===== config.mk =====
export PLATFORM = sky130hd
export DESIGN_NAME = upcount4bit
export DESIGN_NICKNAME = d
export VERILOG_FILES = /design/src/rtl/upcount_pkg.sv /design/src/rtl/upcount4bit.sv
export SDC_FILE = /design/constraint.sdc
export NUM_CORES = 1
export LEC_CHECK = 0
export CAP_MARGIN = 40
export CORE_AREA = 4 4 41 43
export DETAILED_ROUTE_END_ITERATION = 16
export DIE_AREA = 0 0 45 47
export PLACE_DENSITY = 0.65
export SYNTH_ARGS = -nofsm -noshare
export SYNTH_HDL_FRONTEND = slang
export SYNTH_SLANG_ARGS = --single-unit

===== constraint.sdc =====
create_clock -name clk -period 1.8 [get_ports clk]
set_input_delay 0.18 -clock clk [delete_from_list [all_inputs] [get_ports clk]]
set_output_delay 0.18 -clock clk [all_outputs]
set_load 0.02 [all_outputs]

===== src/rtl/upcount_pkg.sv =====
// Shared definitions for the upcount4bit counter: FSM state encoding and
// the default counter width.
package upcount_pkg;

    localparam int DEFAULT_WIDTH = 4;

    typedef enum logic {
        COUNT = 1'b0,
        HALT  = 1'b1
    } state_t;

endpackage


===== src/rtl/upcount4bit.sv =====
// Loadable up-counter with a programmable terminal value, either wrapping
// or halting at the limit, with terminal-count, done and sticky overflow flags.
module upcount4bit
    import upcount_pkg::*;
#(
    parameter int WIDTH   = DEFAULT_WIDTH,
    parameter bit ONESHOT = 1'b0
) (
    input  logic             clk,
    input  logic             rst,
    input  logic [WIDTH-1:0] din,
    input  logic             load,
    input  logic             en,
    input  logic [WIDTH-1:0] limit,
    output logic [WIDTH-1:0] count,
    output logic             tc,
    output logic             done,
    output logic             ovf
);

    localparam logic [WIDTH-1:0] ALL_ONES = {WIDTH{1'b1}};
    localparam logic [WIDTH-1:0] ZERO     = {WIDTH{1'b0}};
    localparam logic [WIDTH-1:0] ONE      = {{(WIDTH-1){1'b0}}, 1'b1};

    state_t           state;
    state_t           state_d;
    logic [WIDTH-1:0] count_d;
    logic             tc_d;
    logic             done_d;
    logic             ovf_d;

    // tc defaults low so it can only ever be a single-cycle pulse.
    always_comb begin
        state_d = state;
        count_d = count;
        tc_d    = 1'b0;
        done_d  = done;
        ovf_d   = ovf;

        if (load) begin
            state_d = COUNT;
            count_d = din;
            done_d  = 1'b0;
            ovf_d   = 1'b0;
        end else begin
            case (state)
                COUNT: begin
                    if (en) begin
                        if (count == limit) begin
                            tc_d = 1'b1;
                            if (ONESHOT) begin
                                state_d = HALT;
                                done_d  = 1'b1;
                            end else begin
                                count_d = ZERO;
                                ovf_d   = 1'b1;
                            end
                        end else if (count == ALL_ONES) begin
                            // Loaded above the limit: roll over without a terminal pulse.
                            count_d = ZERO;
                            ovf_d   = 1'b1;
                        end else begin
                            count_d = count + ONE;
                        end
                    end
                end
                HALT: begin
                    done_d = 1'b1;
                end
                default: begin
                    state_d = COUNT;
                end
            endcase
        end
    end

    always_ff @(posedge clk) begin
        if (!rst) begin
            state <= COUNT;
            count <= ZERO;
            tc    <= 1'b0;
            done  <= 1'b0;
            ovf   <= 1'b0;
        end else begin
            state <= state_d;
            count <= count_d;
            tc    <= tc_d;
            done  <= done_d;
            ovf   <= ovf_d;
        end
    end

endmodule

# --- Word level (Yosys, flattened, before mapping) ---
# Cells that the tools add are included.
totals:
  ff_bits: 6
  inputBits: 12
op_classes:
  reduce_logical: 5
  bitwise_logic: 2
  muxes: 7
  addsub: 1
  n_eq_ne: 2
op_table:
  columns: ["cell", "n"]
  rows:
  - ["$mux W4", 4]
  - ["$add A4 B1 Y4 const B", 1]
  - ["$eq A4 B4 Y1", 1]
  - ["$eq A4 B4 Y1 const B", 1]
  - ["$reduce_bool A2 Y1", 2]
  - ["$mux W1", 3]
  - ["$reduce_or A3 Y1", 1]
  - ["$not A1 Y1", 2]
  - ["$reduce_and A2 Y1", 1]
  - ["$reduce_or A2 Y1", 1]

# --- Logic depth before layout (Yosys ltp) ---
depth:
  ltp_word: 5
  ltp_mapped: 4

# --- Worst setup path after synthesis ---
# No wires, ideal clock.
synth_timing:
  kind: "flip-flop to flip-flop"
  from: "register count[2]"
  to: "register count[3]"
  t_arrival_ps: 1040
  slack_ps: 637
  period_less_slack_ps: 1163
  path_stages_with_launch: 5
  cell_sequence: "dfxtp_1 xnor2_1 nand4_2 nand4_2 o22ai_1"
synth_between:
  elab_chain_len: 5
synth_lines:
  columns: ["item", "line_no", "source"]
  rows:
  - ["start, declared", "upcount4bit.sv:15", "output logic [WIDTH-1:0] count,"]
  - ["start signal, assigned", "upcount4bit.sv:86", "count <= count_d;"]
  - ["$add A4 B1 Y4 / $eq A4 B4 Y1 (equally long branches)", "upcount4bit.sv:63, upcount4bit.sv:58", null]
  - ["$mux W4", "upcount4bit.sv:58", "end else if (count == ALL_ONES) begin"]
  - ["$mux W4 *", "upcount4bit.sv:49", "if (count == limit) begin"]
  - ["$mux W4 *", "upcount4bit.sv:48", "if (en) begin"]
  - ["$mux W4 *", "upcount4bit.sv:40", "if (load) begin"]
# Every way passes the cells marked *; elsewhere a longest branch is shown, timed or not. The select of a mux whose other input is x is not followed.
# A chain may end at the register's enable or synchronous reset.

# --- Worst setup path after layout ---
layout_timing:
  from: "register count[2]"
  to: "output count[2]"
# No word-level cell between the ends.

==> results.cfg <==
[setup_path]
crit_type = reg2out
critical-path-max-stage-delay_ps = 650
crit_chain = clkdlybuf4s50_1
crit_path_start_kind = register
cp_data_arrival_time_ps = 1350
crit_path_top_delay_cell = clkdlybuf4s50_1
critPathRequiredTime_ps = 1620
timing.critical_path.buf_inv = 1
cpLargestDelayFamily = buffers and inverters
end_kind = output port
crit_fanout = 6

[run]
maxCapViolCount = 0

[sta]
rsz0062_at_grt = no
final_max_slew_viol_count = 0
fmax_mhz = 655.5
setup_tns_ps = 0
finalCritPeriodShare = 0.8475
fin_crit_ps = 1526
setup_viol_count_final = 0
clock_skew_ps = 4.012
final-hold-violation-count = 0

[synthesis]
yosys_warnings = 0
synth.avg_cell_area_um2 = 8.431
ys_ff_latch = 6
synth_cells = 42
yosys.area.top_type = dfxtp_1
synth_nets = 55
synth.distinct_cells = 18
synth_edf_count = 0
synth_area_um2 = 354.1
async_flop_share = 0
yosysSeqAreaShare = 0.3392
yosys.area.top_type_share = 0.3392
synthFlopType = dfxtp_1
synth_area_leaders = dfxtp_1, xnor2_1, a21oi_1, nor3b_1, nand4_2
yosys-top-cells-count = a21oi_1, dfxtp_1, nand3_1, nor3b_1, xnor2_1

[clock_tree]
cts_tree = built
clkSinkCount = 6
clock_path_buffers = 2
cts_setup_buffers = 0
cts_resized = 0
holdBufCountCts = 0
worstSkewPairLatency_ps = 250
clk_pin_slew_ps = 50
cts_buffers = 3
htreeDepth = 1
root_buffer = clkbuf_4

[placed_design]
place_congestion = 0.6817
placedInstanceArea_um2 = 531.8
dp_hpwl_um = 759.2
dp.cells = 72
io_buffers = 17

[global_route]
grt_pass1_wl_um = 1407
grtUsageMet3 = 0.03831
overflow = 0
gr-usage-met1 = 0.09795
top_usage_layer = met2
grt_use_total = 0.09723
antenna_found_initial = 0
grt_pass1_vias = 329
grt_max_degree = 11
grtUsageMet2 = 0.1723

[hold_path]
hp-class = in2reg

[floorplan]
core-area_um2 = 1301
die_w_um = 45
boundaryPins = 19
start_util = 0.2721
rows = 13
die-area_um2 = 2115
die_y_um = 47

[power_and_ir_drop]
power_density_nw_per_um2 = 668.9
p_leak_uw = 0.0001938
vdd_drop_max_uv = 285.3
total_power_uw = 370.8

[final_layout]
drive_gt1_frac = 0.08333
nets = 75
stdcell_area_um2 = 554.3
antenna_cells = 0
nFillCells = 138
areaGrowthSynthToFinish_pct = 56.54
final_cells = 75

[detailed_routing]
wirelength_um = 948
via_per_inst = 4.987
remaining_drc_errors = 0
dr.pass1.iters = 4
num_vias = 374
drtAntennaViolNets = 0
drt_iter0_drc = 5
routedWlPerCell_um = 12.64

[outcome]
outcome = finished, final reports clean
==> metrics by stage <==
| stage | util | setup slack, ps | hold WS (ps) |
|---|---|---|---|
| after global routing | 0.4260 | 235.7 | 524.9 |
| after floorplan | - | 637.5 | 293.8 |
| after global placement | 0.4087 | 442.4 | 465.0 |
| after CTS | 0.4260 | 268.3 | 487.3 |
| after detailed placement | 0.4087 | 374.0 | 499.5 |
| final | 0.4260 | 274.4 | 486.1 |
==> worst paths after layout <==
check / startpoint / end / slack (ps) / cells after the start
max: count[2]$_SDFFE_PN0P_ / count[2] / 270 / 1
min: rst / tc$_SDFF_PP0_ / 490 / 3
max reg2reg: count[2]$_SDFFE_PN0P_ / count[3]$_SDFFE_PN0P_ / 640 / 4
min reg2reg: ovf$_SDFFE_PP0P_ / ovf$_SDFFE_PP0P_ / 500 / 2
==> sequential cells by signal, summed over array words and instances (netlist names) <==
name	cells
count	4
ovf	1
tc	1
==> per-layer routing <==
layer,part of all wire,vias up,routed length (um)
met5,0,-,0
met4,0.019,0,18
met3,0.10,2,98
met2,0.50,20,472
met1,0.38,169,357
li1,-,183,-
==> final cells by class <==
class / count / area (um^2) / area share
Multi-Input combinational cell: 32 / 215.2 / 0.3883
Timing Repair Buffer: 17 / 170.2 / 0.3070
Sequential cell: 6 / 120.1 / 0.2167
Clock buffer: 3 / 22.52 / 0.04063
Tap cell: 15 / 18.77 / 0.03386
Inverter: 2 / 7.507 / 0.01354
==> power by group <==
part / switching [uW] / leakage [uW] / internal, uW
Sequential: 10.8 / 0.0000492 / 140
Clock: 53.9 / 0.0000138 / 75.8
Combinational: 39.2 / 0.000131 / 51.1
==> cells by family after synthesis <==
family                     Yosys count  share of synthesized area
and+or+nand+nor                     14                     0.2615
AOI/OAI and AO/OA                   10                     0.1519
xor gates and xnor gates             6                     0.1484
buffers and inverters                4                    0.05301
other                                1                    0.01059
DFF                                  6                     0.3392
adders and majority gates            1                    0.03533
==> placed cells by master (no fill, tap or decap), drive strengths merged <==
cell type      netlist  final
nand2                1      1
xnor2                4      4
nand3                4      4
nand4                2      2
o22ai                2      2
nor3b                4      4
ha                   1      1
nor2b                1      1
a21oi                6      6
inv                  2      2
a31oi                1      1
xor2                 2      2
conb                 1      1
clkbuf               1      3
o21ai                1      1
nor2                 2      2
clkdlybuf4s50        0     17
dfxtp                6      6
No activity file was read; power rests on OpenSTA's default activity.
